===== src/rtl/bp_update_scheduler.sv =====
// Branch-resolution update scheduler: in-order FIFO between the branch FUs and the
// predictor's single update port, with flush squash and a saturating drop counter.
`ifndef XLEN
`define XLEN 32
`endif

module bp_update_scheduler #(
  parameter int unsigned NRES    = 2,
  parameter int unsigned DEPTH   = 8,
  parameter int unsigned DEPTH_W = 3,
  parameter int unsigned XLEN    = `XLEN
) (
  input  logic                       clock,
  input  logic                       reset,
  input  logic [NRES-1:0]            resolve_valid,
  input  logic [NRES-1:0][XLEN-1:0]  resolve_pc,
  input  logic [NRES-1:0]            resolve_direction,
  input  logic [NRES-1:0][XLEN-1:0]  resolve_target,
  output logic                       resolve_ready,
  input  logic                       flush,
  output logic                       update_EN,
  output logic [XLEN-1:0]            update_pc,
  output logic                       update_direction,
  output logic [XLEN-1:0]            update_target,
  output logic [DEPTH_W:0]           occupancy,
  output logic [15:0]                drop_count
);

  localparam int unsigned CNT_W  = DEPTH_W + 1;
  localparam int unsigned DROP_W = 16;
  localparam int unsigned SUM_W  = DROP_W + 1;

  logic [XLEN-1:0]    r_pc_mem  [DEPTH];
  logic [XLEN-1:0]    r_tgt_mem [DEPTH];
  logic [DEPTH-1:0]   r_dir_mem;
  logic [DEPTH_W-1:0] r_head;
  logic [DEPTH_W-1:0] r_tail;
  logic [CNT_W-1:0]   r_count;
  logic [DROP_W-1:0]  r_drop;

  logic                         w_ready;
  logic                         w_deq;
  logic [CNT_W-1:0]             w_n_valid;
  logic [CNT_W-1:0]             w_n_young;
  logic [CNT_W-1:0]             w_n_enq;
  logic [DEPTH_W-1:0]           w_run;
  logic [NRES-1:0][DEPTH_W-1:0] w_slot;
  logic [NRES-1:0]              w_wr;
  logic [SUM_W-1:0]             w_drop_inc;
  logic [SUM_W-1:0]             w_drop_sum;

  // Accept only when every port could land; based on registered count alone.
  assign w_ready = (r_count <= CNT_W'(DEPTH - NRES));
  assign w_deq   = (r_count != '0) && !flush;

  // Popcounts and packed write slots: valid ports land contiguously from the tail.
  always_comb begin
    w_n_valid = '0;
    w_n_young = '0;
    w_run     = '0;
    w_slot    = '0;
    w_wr      = '0;
    for (int i = 0; i < int'(NRES); i++) begin
      w_slot[i] = r_tail + w_run;
      if (resolve_valid[i]) begin
        w_run     = w_run + DEPTH_W'(1);
        w_n_valid = w_n_valid + CNT_W'(1);
        if (i > 0) w_n_young = w_n_young + CNT_W'(1);
      end
      // On flush only port 0 (the mispredicting branch) survives, written at the old tail.
      if (flush) w_wr[i] = (i == 0) && resolve_valid[i];
      else       w_wr[i] = w_ready && resolve_valid[i];
    end
  end

  // Entries enqueued and resolutions discarded this cycle.
  always_comb begin
    w_n_enq    = '0;
    w_drop_inc = '0;
    if (flush) begin
      w_n_enq    = CNT_W'(resolve_valid[0]);
      w_drop_inc = SUM_W'(r_count) + SUM_W'(w_n_young);
    end else if (w_ready) begin
      w_n_enq    = w_n_valid;
    end else begin
      w_drop_inc = SUM_W'(w_n_valid);
    end
    w_drop_sum = SUM_W'(r_drop) + w_drop_inc;
  end

  // Payload storage; no reset needed because the head mux hides stale data when empty.
  always_ff @(posedge clock) begin
    for (int i = 0; i < int'(NRES); i++) begin
      if (w_wr[i]) begin
        r_pc_mem[w_slot[i]]  <= resolve_pc[i];
        r_tgt_mem[w_slot[i]] <= resolve_target[i];
        r_dir_mem[w_slot[i]] <= resolve_direction[i];
      end
    end
  end

  // Pointer, count and saturating drop-counter state.
  always_ff @(posedge clock or negedge reset) begin
    if (!reset) begin
      r_head  <= '0;
      r_tail  <= '0;
      r_count <= '0;
      r_drop  <= '0;
    end else begin
      r_tail <= r_tail + DEPTH_W'(w_n_enq);
      if (flush) begin
        r_head  <= r_tail;
        r_count <= w_n_enq;
      end else begin
        r_head  <= r_head + DEPTH_W'(w_deq);
        r_count <= r_count + w_n_enq - CNT_W'(w_deq);
      end
      r_drop <= w_drop_sum[DROP_W] ? {DROP_W{1'b1}} : w_drop_sum[DROP_W-1:0];
    end
  end

  // Head entry presented to the predictor; zero while empty.
  always_comb begin
    update_pc        = '0;
    update_direction = 1'b0;
    update_target    = '0;
    if (r_count != '0) begin
      update_pc        = r_pc_mem[r_head];
      update_direction = r_dir_mem[r_head];
      update_target    = r_tgt_mem[r_head];
    end
  end

  assign update_EN     = w_deq;
  assign resolve_ready = w_ready;
  assign occupancy     = r_count;
  assign drop_count    = r_drop;

endmodule


===== config.mk =====
export PLATFORM = sky130hd
export DESIGN_NAME = bp_update_scheduler
export DESIGN_NICKNAME = d
export VERILOG_FILES = /design/src/rtl/bp_update_scheduler.sv
export SDC_FILE = /design/constraint.sdc
export NUM_CORES = 1
export LEC_CHECK = 0
export ABC_AREA = 1
export CELL_PAD_IN_SITES_DETAIL_PLACEMENT = 0
export CELL_PAD_IN_SITES_GLOBAL_PLACEMENT = 1
export CORE_ASPECT_RATIO = 2
export CORE_MARGIN = 1.5
export CORE_UTILIZATION = 45
export DETAILED_ROUTE_END_ITERATION = 8
export PLACE_DENSITY = 0.8
export SETUP_SLACK_MARGIN = 0.4
export SLEW_MARGIN = 15
export SYNTH_ARGS = -nofsm -noshare
export SYNTH_HDL_FRONTEND = slang
export SYNTH_SLANG_ARGS = --single-unit

===== constraint.sdc =====
create_clock -name clock -period 4.65 [get_ports clock]
set_clock_uncertainty 0.1 [all_clocks]
set_input_delay 0.465 -clock clock [delete_from_list [all_inputs] [get_ports clock]]
set_output_delay 0.465 -clock clock [all_outputs]
set_load 0.05 [all_outputs]

=== Word-level counts from Yosys, hierarchy flattened ===
Memory sizes are Yosys's and may differ from the RTL's.
Index checks and enable logic that the tools add are counted.

* Register bits after elaboration: 34
* Word-level logic and storage cells: 58
* Bits in writable memories: 512
* Memories: 2

* $add $sub $neg: 8
* Reduce and logical (&&, ||, !) cells: 7
* Muxes and demuxes: 30
* Order comparisons: 6

{| class="wikitable"
|+ Memory list
! name !! depth !! bits a word !! rd ports !! clocked after Yosys merged registers in !! write ports !! line !! source
|-
| r_pc_mem || 8 || 32 || 1 || 0 || 2 || 33 || <nowiki>logic [XLEN-1:0] r_pc_mem [DEPTH];</nowiki>
|-
| r_tgt_mem || 8 || 32 || 1 || 0 || 2 || 34 || <nowiki>logic [XLEN-1:0] r_tgt_mem [DEPTH];</nowiki>
|}

{| class="wikitable"
|+ Operator list
! operator !! number
|-
| $mux 32 || 2
|-
| $add 16x17->17 || 1
|-
| $bwmux 8 || 2
|-
| $mux 16 || 1
|-
| $mux 4 || 4
|-
| $mux 8 || 2
|-
| $mux 1 || 13
|-
| $lt 3x4->1 const B || 3
|-
| $add 3x3->3 || 2
|-
| $demux 1 s3 || 2
|-
| $ge 3x1->1 const B || 2
|-
| $add 4x4->5 || 1
|-
| $logic_and 1x1->1 || 5
|-
| $mux 5 || 1
|-
| $add 4x4->4 || 1
|-
| $le 4x3->1 const B || 1
|-
| $reduce_bool 4->1 || 1
|-
| $sub 4x1->4 || 1
|-
| $add 3x1->3 || 1
|-
| $bmux 1 s3 || 1
|-
| $mux 3 || 1
|-
| $add 1x1->2 const B || 1
|-
| $mux 2 || 1
|-
| $logic_not 1->1 || 1
|}

=== Logic depth before layout (Yosys ltp) ===
Gate-level depths: netlist (run 1).

* Depth in word-level cells: 8
* Gate-level depth with buffers: 19
* Depth with buffers taken out: 18

=== Worst setup path before layout (run 1) ===
OpenSTA, ideal clock, no wires.

* Path type: register -> register
* Start point: register r_count[3] (netlist: occupancy[3])
* End point: memory r_pc_mem[6][0] in the netlist's numbering, enable pin
* Arrival time: 3.169 ns
* Clock period less this slack: 3.693 ns
* Stages on the path, launching flop included: 10
* Buffers on the path: 2
* Setup slack: 0.957 ns
* Library setup time: 0.424 ns
* Path through: dfrtp_1 -> inv_1 -> ha_1 -> nand3_1 -> nand3_4 -> nor2_8 -> buf_6 -> nand2_2 -> buf_2 -> nand2_1

{| class="wikitable"
|+ RTL lines
! what !! line !! source
|-
| from (decl) || 38 || <nowiki>logic [CNT_W-1:0] r_count;</nowiki>
|-
| from (signal assigned) || 113 || <nowiki>r_count <= w_n_enq;</nowiki>
|-
| from (signal assigned) || 116 || <nowiki>r_count <= r_count + w_n_enq - CNT_W'(w_deq);</nowiki>
|-
| to (decl) || 33 ||
|}

=== Worst setup path after layout (run 1) ===
* Start point: register r_head[1]
* End point: output update_target[29]

* Longest elaborated chain between the ends: 2

{| class="wikitable"
|+ Ends and longest elaborated chain
! what !! line !! source
|-
| from (decl) || 36 || <nowiki>logic [DEPTH_W-1:0] r_head;</nowiki>
|-
| from (signal assigned) || 112 || <nowiki>r_head <= r_tail;</nowiki>
|-
| from (signal assigned) || 115 || <nowiki>r_head <= r_head + DEPTH_W'(w_deq);</nowiki>
|-
| $mem_v2 8x32 || -- ||
|-
| $mux 32 || 127 || <nowiki>if (r_count != '0) begin</nowiki>
|-
| to (decl) || 24 || <nowiki>output logic [XLEN-1:0] update_target,</nowiki>
|}

Every way passes these cells.

==> metrics.txt, run 1 <==
Reg2Reg Setup Slack=roughly 1300 ps; CP delay by family, top=buffers and inverters; IO Pins=about 220; largest net degree at the start of global routing=between 100 and 150; Mapped Area=roughly 0.028 mm²; WS Path Type=reg -> out; Mapped Nets=around 3300; area grow syn2layout=14.8%; CP Launch Type=flop; Max Fanout on Critical Path=135; GRT met1 Usage=between 30% and 40%; root buf cell=clkbuf_16; CTS sink cnt=approximately 550; placeable core area=between 0.06 and 0.07 mm²; Unique masters post-synth=35; clk slew on worst S/H paths=70 ps; Synth area leaders=edfxtp_1 (54%), o21ai_0 (11%), nand2_1 (8.9%); Synth top area share=between 50% and 60%; met3 Usage GRT=4.16%; RR Startpoint=occupancy[3]$_DFF_PN0_; max_slew headroom=approximately two fifths; TritonCTS clock tree=yes; synth warn=0; CTS buffer count=49; Avg Inst Size Synth=between 9 and 10 µm²; critical path arrival=roughly 3600 ps; clock buffer depth=3; worst slew pin tran=909 ps; reg2reg path depth=18; via count=23300; period utilization=roughly nine tenths; Post-synth EDFFs=approximately 510; initial antenna violation count=13; vias in the first global route=between 20000 and 25000; Die Area=roughly 0.065 mm²; Seq cells post-synth=about 550; Final ANT Viol Nets=0; cells along the critical path=buf_12 -> o21ai_0 -> o211ai_1 -> nand2_1 -> nor2_1 -> clkdlybuf4s50_1; Nets=roughly 3300; critical path required time=a little over 4000 ps; design area=~0.033 mm²; Slowest cell on crit path=clkdlybuf4s50_1; Pleak=12.8 nW; RSZ-0062 raised after global routing=yes; drt via density=between 5 and 6; TNS Setup=0 ps; layout cell share with drive strength beyond 1=under 10%; r2r endpoint=drop_count[11]$_DFF_PN0_; final setup violation count=0; Syn Inst Count=between 3000 and 4000; global routing usage on met2=between 40% and 50%; FFs w/ async S/R, synth=under 10%; Post-Route WL=just under 90 mm; Most Used Layer, Global Route=met2; area leader, netlist=edfxtp_1; WP buf/inv=2; pwr/cell area=668 mW/mm²; Util after Layout=52.1%; drt wl/cell=around 22 µm; Final Hold Fails=0; commonest non-fill, non-tap cell in the layout=nand2_1; Max Slew Vio Count=0; VDD IR max=0.646 mV; FILL cells=5574; Setup crit end kind=primary output; Placer Congestion=approximately 0.83; CTS H-tree lvls=2; DR pass1 iterations=6; Residual DRC=0; placed cell areas=between 0.03 and 0.04 mm²; register area share after synthesis=about 57%; max-cap violations=0; FMAX=~240 MHz; most frequent cells in the layout=nand2_1 (663), o21ai_0 (604), edfxtp_1 (512), nor2_1 (480), clkdlybuf4s50_1 (213); Initial Util=45.4%; hold slack final=around 150 ps; row count=130; die height=between 300 and 400 µm; Final HPWL DP=50.5 mm; Hold WC Path Type=in -> async; first-pass GRT wire length=between 100 and 150 mm; global route total overflow=0; die width=~180 µm; port bufs=approximately 220; Top FF cell, synth=edfxtp_1; Worst-Skew Late Latency=about 600 ps; GR Util All Layers=26.7%; critical path's largest stage delay=about 910 ps; post-layout minimum cycle time=4140 ps; Power, Total=approximately 22 mW; status=completed; Iter 0 DRT Violations=approximately 2400
-- cells in the mapped netlist, types with 2 or more instances --
cell type / number
nand2_1: 676
o21ai_0: 604
edfxtp_1: 512
nor2_1: 480
buf_2: 145
inv_1: 118
o21ai_1: 110
clkbuf_1: 95
o211ai_1: 65
o22ai_1: 64
o21ai_2: 63
nand3_1: 62
buf_6: 26
dfrtp_1: 26
ha_1: 21
buf_1: 17
nand4_1: 11
a21oi_1: 8
buf_4: 8
dfxtp_1: 8
fa_1: 3
nand3b_1: 3
or2_2: 3
xnor2_1: 3
nand2_2: 2
nor3_1: 2
xor2_1: 2
-- worst max path at each step --
stage,start,to,cells after the start
floorplan,occupancy[3]$_DFF_PN0_,r_pc_mem[6][0]$_DFFE_PP_,9
global placement,r_head[0]$_DFF_PN0_,update_pc[10],7
detailed placement,r_head[0]$_DFF_PN0_,update_pc[10],7
CTS,r_head[0]$_DFF_PN0_,update_target[29],6
global route,r_head[0]$_DFF_PN0_,update_pc[7],9
finish,r_head[1]$_DFF_PN0_,update_target[29],6
-- repair_timing --
| action | CTS | global route |
|---|---|---|
| buffers inserted | 0 | 1 |
| gates resized for setup | 6 | 4 |
| pin swaps | 0 | 1 |
| gates cloned | 0 | 1 |
| hold buffers | 0 | 0 |
| endpoints found under the setup margin | 37 | 33 |
-- worst register-to-register path, stage by stage, from the launching register on --
cell,delay (ps)
dfrtp_1,420
inv_1,150
ha_1,210
nand2_1,80
nand2_1,90
nand3_1,80
buf_4,200
inv_1,90
a22o_1,130
ha_1,170
inv_1,60
fa_1,400
inv_1,110
nand3_1,80
nand3_1,170
nand2_1,100
nand2_1,90
nand2_1,320
nand3_1,210
-- metrics by stage --
stage          worst slack (ps)  cells
2_1_floorplan               957   3145
3_3_place_gp                819   3919
3_5_place_dp                789   3919
4_1_cts                     403   4008
5_1_grt                     367   4013
6_report                    509   4014
-- registers in the layout (all words and copies together) (netlist names) --
name        cells
r_head          3
occupancy       4
drop_count     16
r_dir_mem       8
r_pc_mem      256
r_tgt_mem     256
r_tail          3
-- cells by family (layout without fill, tap and decap cells) --
kind of cell               count (synthesis)  count (layout)  share of synthesized area, %
AOI/OAI and AO/OA                        917             917                          17.9
xor gates and xnor gates                   5               5                         0.154
adders and majority gates                 24              24                          1.14
buffers and inverters                    411             483                          6.87
DFF                                      546             546                          57.0
other                                      0               4                             0
and+or+nand+nor                         1242            1243                          17.0
-- power by group --
group / switching, mW / internal (mW) / total [mW]
clock network: 1.87 / 2.30 / 4.17
registers: 0.458 / 6.65 / 7.10
logic: 7.50 / 3.01 / 10.5
-- cell type report --
cell class	instances	area [µm²]	area share, %
Multi-Input combinational cell	2189	10400	32.0
Clock buffer	62	1280	3.94
Clock inverter	27	319	0.979
Tap cell	792	991	3.04
Timing Repair Buffer	274	2910	8.92
Inverter	120	465	1.43
Antenna cell	4	10.0	0.0307
Sequential cell	546	16200	49.7
-- metal layers --
layer | vias up | part of all wire [%]
met5 | - | 0.098
met4 | 12 | 4.2
met3 | 198 | 7.6
met2 | 1018 | 52
met1 | 11200 | 37
li1 | 10900 | -
No activity file was read; power rests on OpenSTA's default activity.
==> inputs of run 2 (changes only) <==
CORE_MARGIN = 10   (was 1.5)
==> run 2 against run 1 <==
  * Maximum frequency rose by 0.28%
  * Total power rose by 0.44%
  * Worst setup slack improved by 12 ps
  * Flip-flop and latch count did not move
  * Core utilization rose by 0.10 points
  * Via count fell by 1.3%
  * First-iteration DRC count fell by 26%
  * Sequential power rose by 1%
  * Routed wire length rose by 1.1%
  * Sequential share of layout area fell by 0.099 points
  * Critical path depth rose by 2
==> metrics.txt, run 2 (synthesis gave the netlist of run 1 again) <==
Residual DRC=0 (unchanged); Final ANT Viol Nets=0 (unchanged); DR pass1 iterations=6 (unchanged); first-pass GRT wire length=134 mm (+1.6%); Post-Route WL=89.0 mm (+1.1%); drt via density=5.73 (-1.4%); drt wl/cell=22.2 µm (+1.0%); Setup crit end kind=primary output; Pleak=12.8 nW (+0.23%); IO Pins=222 (unchanged); Max Fanout on Critical Path=30 (-78%); die width=198 µm (+9.4%); GR Util All Layers=23.3% (-3.4 points); Max Slew Vio Count=0 (unchanged); area grow syn2layout=15.0%; critical path required time=4090 ps (about the same); Die Area=0.0742 mm² (+15%); critical path arrival=3560 ps (-20 ps); most frequent cells in the layout=nand2_1 (663), o21ai_0 (604), edfxtp_1 (512), nor2_1 (480), clkdlybuf4s50_1 (216); Most Used Layer, Global Route=met2; port bufs=221 (unchanged); GRT met1 Usage=26.7% (-3.7 points); pwr/cell area=670 mW/mm² (+0.24%); VDD IR max=0.596 mV (-7.8%); RSZ-0062 raised after global routing=yes; CP Launch Type=flop; clk slew on worst S/H paths=70 ps (about the same); global route total overflow=0 (unchanged); Power, Total=21.9 mW (+0.44%); final setup violation count=0 (unchanged); design area=0.0327 mm² (+0.20%); placed cell areas=0.0310 mm² (about the same); die height=375 µm (+4.7%); Final HPWL DP=53.9 mm (+6.8%); CTS H-tree lvls=2 (unchanged); via count=23000 (-1.3%); vias in the first global route=22900 (-0.73%); row count=130 (unchanged); layout cell share with drive strength beyond 1=6.86% (+0.11 points); post-cts hold buffer count=0 (unchanged); root buf cell=clkbuf_16; max-cap violations=0 (unchanged); post-layout minimum cycle time=4130 ps (-11.7 ps); status=completed; largest net degree at the start of global routing=130 (-4.4%); met3 Usage GRT=3.97% (-0.19 points); clock buffer depth=3 (unchanged); period utilization=88.8% (-0.25 points); CTS sink cnt=546 (unchanged); Hold WC Path Type=in -> async; commonest non-fill, non-tap cell in the layout=nand2_1; Final Hold Fails=0 (unchanged); placeable core area=0.0626 mm² (unchanged); Initial Util=45.4% (unchanged); max_slew headroom=26.5% (-13 points); TNS Setup=0 ps (unchanged); CTS buffer count=50 (+2.0%); Placer Congestion=0.839 (+1.1%); FMAX=242 MHz (+0.28%); TritonCTS clock tree=yes; initial antenna violation count=9 (-4); Worst-Skew Late Latency=590 ps (about the same); worst slew pin tran=1100 ps (+193 ps); global routing usage on met2=42.1% (-6.8 points); WS Path Type=reg -> out; Iter 0 DRT Violations=1753 (-26%); Nets=3342 (+0.090%)
==> run 2: changes by cell type in the layout (fill, tap and decap cells not counted), moves of 3 or more <==
cell and delta:
clkbuf_1 -3, clkbuf_16 +3, clkdlybuf4s50_1 +3, clkinv_1 +4
clkinv_2 +4
==> run 2: cell type report <==
class,count,area [µm²]
Fill cell,5553,30000
Multi-Input combinational cell,2189,10400
Clock inverter,30,308
Clock buffer,62,1340
Sequential cell,546,16200
Timing Repair Buffer,276,2930
Tap cell,792,991
Antenna cell,3,7.51
Inverter,120,470
==> run 2: path summary, 6_finish.rpt <==
| path | startpoint | end | slack (ps) | cells past startpoint |
|---|---|---|---|---|
| hold reg to reg | drop_count[13]$_DFF_PN0_ | drop_count[13]$_DFF_PN0_ | 440 | 2 |
| hold / removal | reset | occupancy[2]$_DFF_PN0_ | 160 | 2 |
| setup / recovery | r_head[1]$_DFF_PN0_ | update_direction | 520 | 8 |
| min in group clock | drop_count[13]$_DFF_PN0_ | drop_count[13]$_DFF_PN0_ | 440 | 2 |
| max in group asynchronous | reset | r_head[0]$_DFF_PN0_ | 3980 | 2 |
| setup reg to reg | occupancy[3]$_DFF_PN0_ | drop_count[11]$_DFF_PN0_ | 1190 | 18 |
==> run 2: critical path, cell delays in order (launching register included) <==
cell             delay (ps)
dfrtp_4                 680
clkinv_2                470
buf_4                   370
a21oi_1                 130
o21ai_0                  90
nand2_1                  70
nor2_1                   40
nor2_1                  230
clkdlybuf4s50_1         850
==> run 2: what timing repair did <==
item	CTS	global route
setup buffers	0	1
gates cloned	0	1
resized for setup	3	5
setup endpoints to repair	3	18
pin swaps	0	0
==> run 2: metrics by stage <==
stage / hold slack [ps] / util, % / cells / setup slack [ps]
after floorplan: 69.4 / - / 3145 / 957
after global placement: 419 / 49.5 / 3921 / 992
after detailed placement: 425 / 49.5 / 3921 / 1010
after CTS: 140 / 52.1 / 4013 / 409
after global routing: 168 / 52.2 / 4015 / 378
final: 155 / 52.2 / 4018 / 521
==> run 2: where the power goes <==
part | switching (mW) | leakage [nW] | internal [mW]
Sequential | 0.530 | 5.06 | 6.64
Combinational | 7.42 | 6.96 | 3.04
Clock | 1.88 | 0.805 | 2.38
Total | 9.83 | 12.8 | 12.1
==> run 2: layer usage <==
layer | routed length (µm) | vias up
met1 | 33500 | 11100
li1 | - | 10900
met5 | 75 | -
met2 | 46300 | 926
met3 | 6400 | 158
met4 | 2760 | 12
==> inputs of run 3 (changes only) <==
CORE_MARGIN = 1.5   (was 10)
==> results of run 3 <==
The final DEF is identical to that of run 1; final timing and power are the same.
